<file path="config.mk">
export PLATFORM = sky130hd
export DESIGN_NAME = z80_alu16_serial
export DESIGN_NICKNAME = d
export VERILOG_FILES = /design/src/rtl/z80_alu16_pkg.sv /design/src/rtl/z80_alu_slice.sv /design/src/rtl/z80_alu16_serial.sv
export SDC_FILE = /design/constraint.sdc
export NUM_CORES = 1
export LEC_CHECK = 0
export CORE_ASPECT_RATIO = 1.75
export CORE_MARGIN = 3
export CORE_UTILIZATION = 40
export DETAILED_ROUTE_END_ITERATION = 12
export GPL_TIMING_DRIVEN = 0
export PLACE_DENSITY = 0.66
export SLEW_MARGIN = 20
export SYNTH_ARGS = -nofsm -noshare
export SYNTH_HDL_FRONTEND = slang
export SYNTH_SLANG_ARGS = --single-unit
</file>
<file path="constraint.sdc">
create_clock -name clk -period 3.05 [get_ports clk]
set_input_delay 0.915 -clock clk [delete_from_list [all_inputs] [get_ports clk]]
set_output_delay 0.915 -clock clk [all_outputs]
set_load 0.05 [all_outputs]
</file>
<file path="src/rtl/z80_alu16_pkg.sv">
// Shared types and flag positions for the serial 16-bit Z80 ALU.
// Flags 5 and 3 follow the result when Z80_UNDOC_FLAGS_EN is defined, else pass f_in through.
`ifndef FLAG_C_NUM
`define FLAG_C_NUM 0
`endif
`ifndef FLAG_N_NUM
`define FLAG_N_NUM 1
`endif
`ifndef FLAG_PV_NUM
`define FLAG_PV_NUM 2
`endif
`ifndef FLAG_3_NUM
`define FLAG_3_NUM 3
`endif
`ifndef FLAG_H_NUM
`define FLAG_H_NUM 4
`endif
`ifndef FLAG_5_NUM
`define FLAG_5_NUM 5
`endif
`ifndef FLAG_Z_NUM
`define FLAG_Z_NUM 6
`endif
`ifndef FLAG_S_NUM
`define FLAG_S_NUM 7
`endif

package z80_alu16_pkg;

  localparam int DATA_W = 16;

  typedef enum logic [1:0] {
    OP_ADD = 2'b00,
    OP_ADC = 2'b01,
    OP_SBC = 2'b10,
    OP_RSV = 2'b11
  } op_e;

  typedef enum logic [1:0] {
    ST_IDLE,
    ST_RUN,
    ST_DONE
  } state_e;

  // The slice adder must tile the 16-bit word exactly.
  function automatic bit slice_w_legal(int w);
    return (w >= 1) && (w <= DATA_W) && ((DATA_W % w) == 0);
  endfunction

endpackage

</file>
<file path="src/rtl/z80_alu_slice.sv">
// Combinational W-bit adder slice with carry in and carry out.
module z80_alu_slice #(
  parameter int W = 4
) (
  input  logic [W-1:0] a,
  input  logic [W-1:0] b,
  input  logic         cin,
  output logic [W-1:0] sum,
  output logic         cout
);

  logic [W:0] total;

  assign total       = {1'b0, a} + {1'b0, b} + {{W{1'b0}}, cin};
  assign {cout, sum} = total;

endmodule

</file>
<file path="src/rtl/z80_alu16_serial.sv">
// Multi-cycle 16-bit ADD/ADC/SBC for Z80 register pairs, iterating a SLICE_W-bit adder LSB first.
// Build option: Z80_UNDOC_FLAGS_EN makes flags 5 and 3 copy result bits 13 and 11.
module z80_alu16_serial
  import z80_alu16_pkg::*;
#(
  parameter int SLICE_W = 4
) (
  input  logic        clk,
  input  logic        reset_n,
  input  logic        start_valid,
  output logic        start_ready,
  input  logic [1:0]  op,
  input  logic [15:0] a,
  input  logic [15:0] b,
  input  logic [7:0]  f_in,
  output logic        done_valid,
  input  logic        done_ready,
  output logic [15:0] result,
  output logic [7:0]  f_out,
  output logic        busy
);

  localparam int N_SLICES = DATA_W / SLICE_W;
  localparam int CNT_W    = (N_SLICES > 1) ? $clog2(N_SLICES) : 1;
  localparam logic [CNT_W-1:0] CNT_LAST = CNT_W'(N_SLICES - 1);

  if (!slice_w_legal(SLICE_W)) begin : g_bad_slice_w
    $error("z80_alu16_serial: SLICE_W must be 1, 2, 4, 8 or 16");
  end

  state_e            state_q, state_d;
  op_e               op_q, op_d;
  logic [15:0]       a_q, a_d;
  logic [15:0]       bb_q, bb_d;
  logic [7:0]        f_in_q, f_in_d;
  logic              carry_q, carry_d;
  logic [CNT_W-1:0]  cnt_q, cnt_d;
  logic [15:0]       result_q, result_d;
  logic [7:0]        f_out_q, f_out_d;

  int                slice_base;
  logic [SLICE_W-1:0] slice_a, slice_b, slice_sum;
  logic              slice_cout;
  logic [15:0]       r_next;
  logic [7:0]        flags_next;
  logic              is_sbc;
  logic              half;

  always_comb begin
    slice_base = int'(cnt_q) * SLICE_W;
    slice_a    = a_q[slice_base +: SLICE_W];
    slice_b    = bb_q[slice_base +: SLICE_W];
    r_next     = result_q;
    r_next[slice_base +: SLICE_W] = slice_sum;
  end

  z80_alu_slice #(.W(SLICE_W)) u_slice (
    .a    (slice_a),
    .b    (slice_b),
    .cin  (carry_q),
    .sum  (slice_sum),
    .cout (slice_cout)
  );

  // Only meaningful on the last slice, where r_next is the complete result and
  // slice_cout is the carry out of bit 15.
  always_comb begin
    is_sbc     = (op_q == OP_SBC);
    half       = a_q[12] ^ bb_q[12] ^ r_next[12];
    flags_next = f_in_q;
    flags_next[`FLAG_C_NUM] = slice_cout ^ is_sbc;
    flags_next[`FLAG_H_NUM] = half ^ is_sbc;
    flags_next[`FLAG_N_NUM] = is_sbc;
    if (op_q != OP_ADD) begin
      flags_next[`FLAG_S_NUM]  = r_next[15];
      flags_next[`FLAG_Z_NUM]  = (r_next == 16'h0000);
      flags_next[`FLAG_PV_NUM] = (a_q[15] == bb_q[15]) && (r_next[15] != a_q[15]);
    end
`ifdef Z80_UNDOC_FLAGS_EN
    flags_next[`FLAG_5_NUM] = r_next[13];
    flags_next[`FLAG_3_NUM] = r_next[11];
`endif
  end

  // NOTE: every variable gets its hold value first, so no path through the case can infer a latch.
  always_comb begin
    state_d  = state_q;
    op_d     = op_q;
    a_d      = a_q;
    bb_d     = bb_q;
    f_in_d   = f_in_q;
    carry_d  = carry_q;
    cnt_d    = cnt_q;
    result_d = result_q;
    f_out_d  = f_out_q;

    unique case (state_q)
      ST_IDLE: begin
        if (start_valid) begin
          op_d   = (op_e'(op) == OP_RSV) ? OP_ADD : op_e'(op);
          a_d    = a;
          bb_d   = (op_e'(op) == OP_SBC) ? ~b : b;
          f_in_d = f_in;
          case (op_e'(op))
            OP_ADC:  carry_d = f_in[`FLAG_C_NUM];
            OP_SBC:  carry_d = ~f_in[`FLAG_C_NUM];
            default: carry_d = 1'b0;
          endcase
          cnt_d   = '0;
          state_d = ST_RUN;
        end
      end
      ST_RUN: begin
        result_d = r_next;
        carry_d  = slice_cout;
        cnt_d    = cnt_q + 1'b1;
        if (cnt_q == CNT_LAST) begin
          cnt_d   = '0;
          f_out_d = flags_next;
          state_d = ST_DONE;
        end
      end
      ST_DONE: begin
        if (done_ready) state_d = ST_IDLE;
      end
      default: state_d = ST_IDLE;
    endcase
  end

  // NOTE: the datapath registers are reset too, so result/f_out read as zero
  // straight after reset rather than holding stale operands.
  always_ff @(posedge clk or negedge reset_n) begin
    if (!reset_n) begin
      state_q  <= ST_IDLE;
      op_q     <= OP_ADD;
      a_q      <= '0;
      bb_q     <= '0;
      f_in_q   <= '0;
      carry_q  <= 1'b0;
      cnt_q    <= '0;
      result_q <= '0;
      f_out_q  <= '0;
    end else begin
      // NOTE: non-blocking so every register samples the pre-edge values.
      state_q  <= state_d;
      op_q     <= op_d;
      a_q      <= a_d;
      bb_q     <= bb_d;
      f_in_q   <= f_in_d;
      carry_q  <= carry_d;
      cnt_q    <= cnt_d;
      result_q <= result_d;
      f_out_q  <= f_out_d;
    end
  end

  assign start_ready = (state_q == ST_IDLE);
  assign done_valid  = (state_q == ST_DONE);
  assign busy        = (state_q != ST_IDLE);
  assign result      = result_q;
  assign f_out       = f_out_q;

endmodule

</file>
==> results.sh <==
export IMPL_antenna_cells=0
export IMPL_grt_max_degree=40
export IMPL_postCtsResizedCells=1
export IMPL_wl_um=8050
export IMPL_synthCells=353
export IMPL_numCtsBuffers=9
export IMPL_synth_top_cells_by_count="nand2_1 (110), dfrtp_1 (68), o21ai_0 (28), xnor2_1 (20), inv_1 (14)"
export IMPL_port_buffers=70
export IMPL_avgSynthCellArea_um2=9.69
export IMPL_postLayoutCoreUtil_pct=54.9
export IMPL_firstDrtPassIters=5
export IMPL_worstPathRequired_ns=3.25
export IMPL_fmax_mhz=351
export IMPL_critPathTopFamily="adder cells"
export IMPL_status="finished clean"
export IMPL_cts_sinks=68
export IMPL_hold_viol=0
export IMPL_crit_path_start="cnt_q[0]$_DFFE_PN0P_"
export IMPL_synth_compound_area_share_pct=11.6
export IMPL_dr_total_vias=2728
export IMPL_ir_drop_v=0.000528
export IMPL_gp_congestion=0.813
export IMPL_yosysSeqAreaShare_pct=49.8
export IMPL_setup_violations=0
export IMPL_synth_top_area_share_pct=49.8
export IMPL_synthSimpleGateAreaFrac_pct=18.3
export IMPL_critPathBufInv=3
export IMPL_area_growth_pct=33.6
export IMPL_power_leakage_nw=2.04
export IMPL_crit_path_end="f_out[0]$_DFFE_PN0P_"
export IMPL_startpoint_type="flip-flop"
export IMPL_period_share_pct=93.4
export IMPL_ys_ff_latch=68
export IMPL_routedWlPerCell_um=14.6
export IMPL_worstPathArrival_ns=3.05
export IMPL_seq_area_mm2=0.00170
export IMPL_grt_setup_unrepaired="false"
export IMPL_cts_setup_buffers=0
export IMPL_yosysMostFrequentCell="nand2_1"
export IMPL_initial_core_util_pct=41.1
export IMPL_async_reset_ff_share_pct=100
export IMPL_min_path_type="reg -> reg"
export IMPL_multi_input_area_mm2=0.00160
export IMPL_via_per_inst=4.94
export IMPL_yosys_area_share_adder_pct=4.46
export IMPL_muxShareOfSynthArea_pct=6.81
export IMPL_drive_above_1_share_pct=8.24
export IMPL_antenna_found_initial=0
export IMPL_synth_edf_count=0
export IMPL_track_usage_pct=18.1
export IMPL_worstRegToRegCells=10
export IMPL_ys_warn_count=0
export IMPL_cts_tree="built"
export IMPL_io_pins=73
export IMPL_synth_xor_area_share_pct=5.38
export IMPL_reg2reg_from="cnt_q[0]$_DFFE_PN0P_"
export IMPL_grt_pass1_wl_um=13200
export IMPL_rrSetupSlack_ns=0.20
export IMPL_synthesis_nets=410
export IMPL_synth_ff_type="dfrtp_1"
export IMPL_power_density_mw_per_mm2=1190
export IMPL_cts_buffer_depth=2
export IMPL_place_hpwl_um=6280
export IMPL_r2r_end="f_out[0]$_DFFE_PN0P_"
export IMPL_period_needed_ns=2.85
export IMPL_slowest_delay_ns=0.56
export IMPL_core_mm2=0.00831
export IMPL_synth_top_family_by_area="simple AND/OR/NAND/NOR gates"
export IMPL_cts_root_buf="clkbuf_16"
export IMPL_ys_types=41
export IMPL_grt_overflow_total=0
export IMPL_rows=44
export IMPL_maxCapViolations=0
export IMPL_tightest_slew_ns=0.528
export IMPL_path_max_fanout=15
export IMPL_worstSetupEndpointType="flip-flop"
export IMPL_crit_cells=10
export IMPL_ant_nets=0
export IMPL_die_w_um=75.9
export IMPL_initialDrtViolationCount=149
export IMPL_die_area_mm2=0.00974
export IMPL_die_y_um=128
export IMPL_critPathSlowestCell="mux4_2"
export IMPL_place_inst=539
export IMPL_ys_top_cells_by_area="dfrtp_1 (50%), nand2_1 (12%), mux4_2 (5.3%)"
export IMPL_crit_chain="buf_6 > mux4_2 > fa_1 > inv_1 > fa_1 > inv_1 > a21o_1 > a21oi_1 > xnor2_1 > o21ai_0"
export IMPL_final_max_slew_viol_count=0
export IMPL_syn_area_mm2=0.00342
export IMPL_yosysTopAreaCell="dfrtp_1"
export IMPL_cts_reportedPaths_clkPinSlew_ns=0.05
export IMPL_finalClockSkew_ns=0.00970
export IMPL_relSlewSlack_pct=64.8
export IMPL_num_nets_final=491
export IMPL_h_tree_depth=3
export IMPL_drc=0
export IMPL_insertion_delay_ns=0.33
export IMPL_final_cells=552
export IMPL_critical_path_class="reg -> reg"
export IMPL_power_mw=5.43
export IMPL_ctsHoldBuffers=0
export IMPL_fill_cells=760
export IMPL_grt_pass1_vias=2778
-- state kept, by name, indices dropped and copies added, names as in the netlist --
name / count
a_q: 16
bb_q: 16
carry_q: 1
cnt_q: 2
f_in_q: 5
f_out: 8
op_q: 2
result: 16
state_q: 2
-- cells in the final DEF, fill, tap and decap left out, types with 2 or more instances in the layout --
master and n:
ha_1 9, dfrtp_1 68, buf_2 2, nand2_1 110
mux4_2 8, nand2b_1 4, nand3_1 5, nor3_1 3
clkbuf_1 11, nor4_1 3, clkbuf_2 2, xnor2_1 20
clkbuf_8 3, mux2_2 2, clkdlybuf4s50_1 69, a21oi_1 6
inv_1 14, fa_1 2, o22ai_1 2, o21ai_0 28
clkbuf_16 9, o31ai_1 10, and2_1 2, nor2_1 12
a31oi_1 2, nor2b_1 3, mux2i_1 3, a22o_1 6
-- metrics by stage --
stage               TNS [ns]  setup slack [ns]  instance area (um2)  hold WS [ns]
floorplan                  0             0.314                 3420         0.440
detailed placement    -0.244            -0.171                 4280         0.462
global placement      -78.63             -1.16                 4260         0.455
global route               0            0.0426                 4570         0.495
CTS                        0            0.0784                 4560         0.478
finish                     0             0.201                 4570         0.475
-- routing by layer --
| metal | GRT usage (%) | vias to the layer above | wire [um] |
|---|---|---|---|
| met2 | 31.0 | 63 | 4470 |
| met5 | 0 | - | 0 |
| met3 | 2.67 | 12 | 274 |
| li1 | - | 1343 | - |
| met1 | 21.6 | 1310 | 3120 |
| met4 | 8.24 | 0 | 180 |
-- cells by family (layout without fill, tap and decap cells) --
kind of cell,Yosys count,after routing
buffers and inverters,31,115
AOI/OAI and AO/OA,60,60
muxes,13,13
xor gates and xnor gates,21,21
DFF,68,68
adders and majority gates,11,11
and+or+nand+nor,149,149
-- cell type report --
cell class	count	area share, %
inverter	14	1.15
sequential	68	37.3
clock buffer	13	5.92
multi-input combinational	254	35.0
clock inverter	1	0.164
buffer	16	1.59
tap	115	3.15
timing repair buffer	71	15.7
-- power breakdown --
group | internal [mW] | total (mW) | switching, mW
clock network | 0.607 | 0.964 | 0.357
registers | 1.28 | 1.52 | 0.236
logic | 1.12 | 2.95 | 1.83
-- worst reg2reg max path, delay by kind of cell (launching register included) --
kind	cells	cell delay [ns]
compound gates	3	0.55
xor+xnor	1	0.16
flops	1	0.43
mux	1	0.57
fa+ha+maj	2	0.65
buf+inv	3	0.36
-- worst min-delay path by stage --
stage	startpoint	end	slack [ns]	cells after the start
final	a_q[10]$_DFFE_PN0P_	a_q[10]$_DFFE_PN0P_	0.48	2
after global routing	a_q[9]$_DFFE_PN0P_	a_q[9]$_DFFE_PN0P_	0.49	2
after CTS	a_q[10]$_DFFE_PN0P_	a_q[10]$_DFFE_PN0P_	0.48	2
after detailed placement	a_q[6]$_DFFE_PN0P_	a_q[6]$_DFFE_PN0P_	0.46	2
after global placement	a_q[10]$_DFFE_PN0P_	a_q[10]$_DFFE_PN0P_	0.46	2
after floorplan	a_q[10]$_DFFE_PN0P_	a_q[10]$_DFFE_PN0P_	0.44	2
Note: power is estimated with default switching activity, not from simulation.
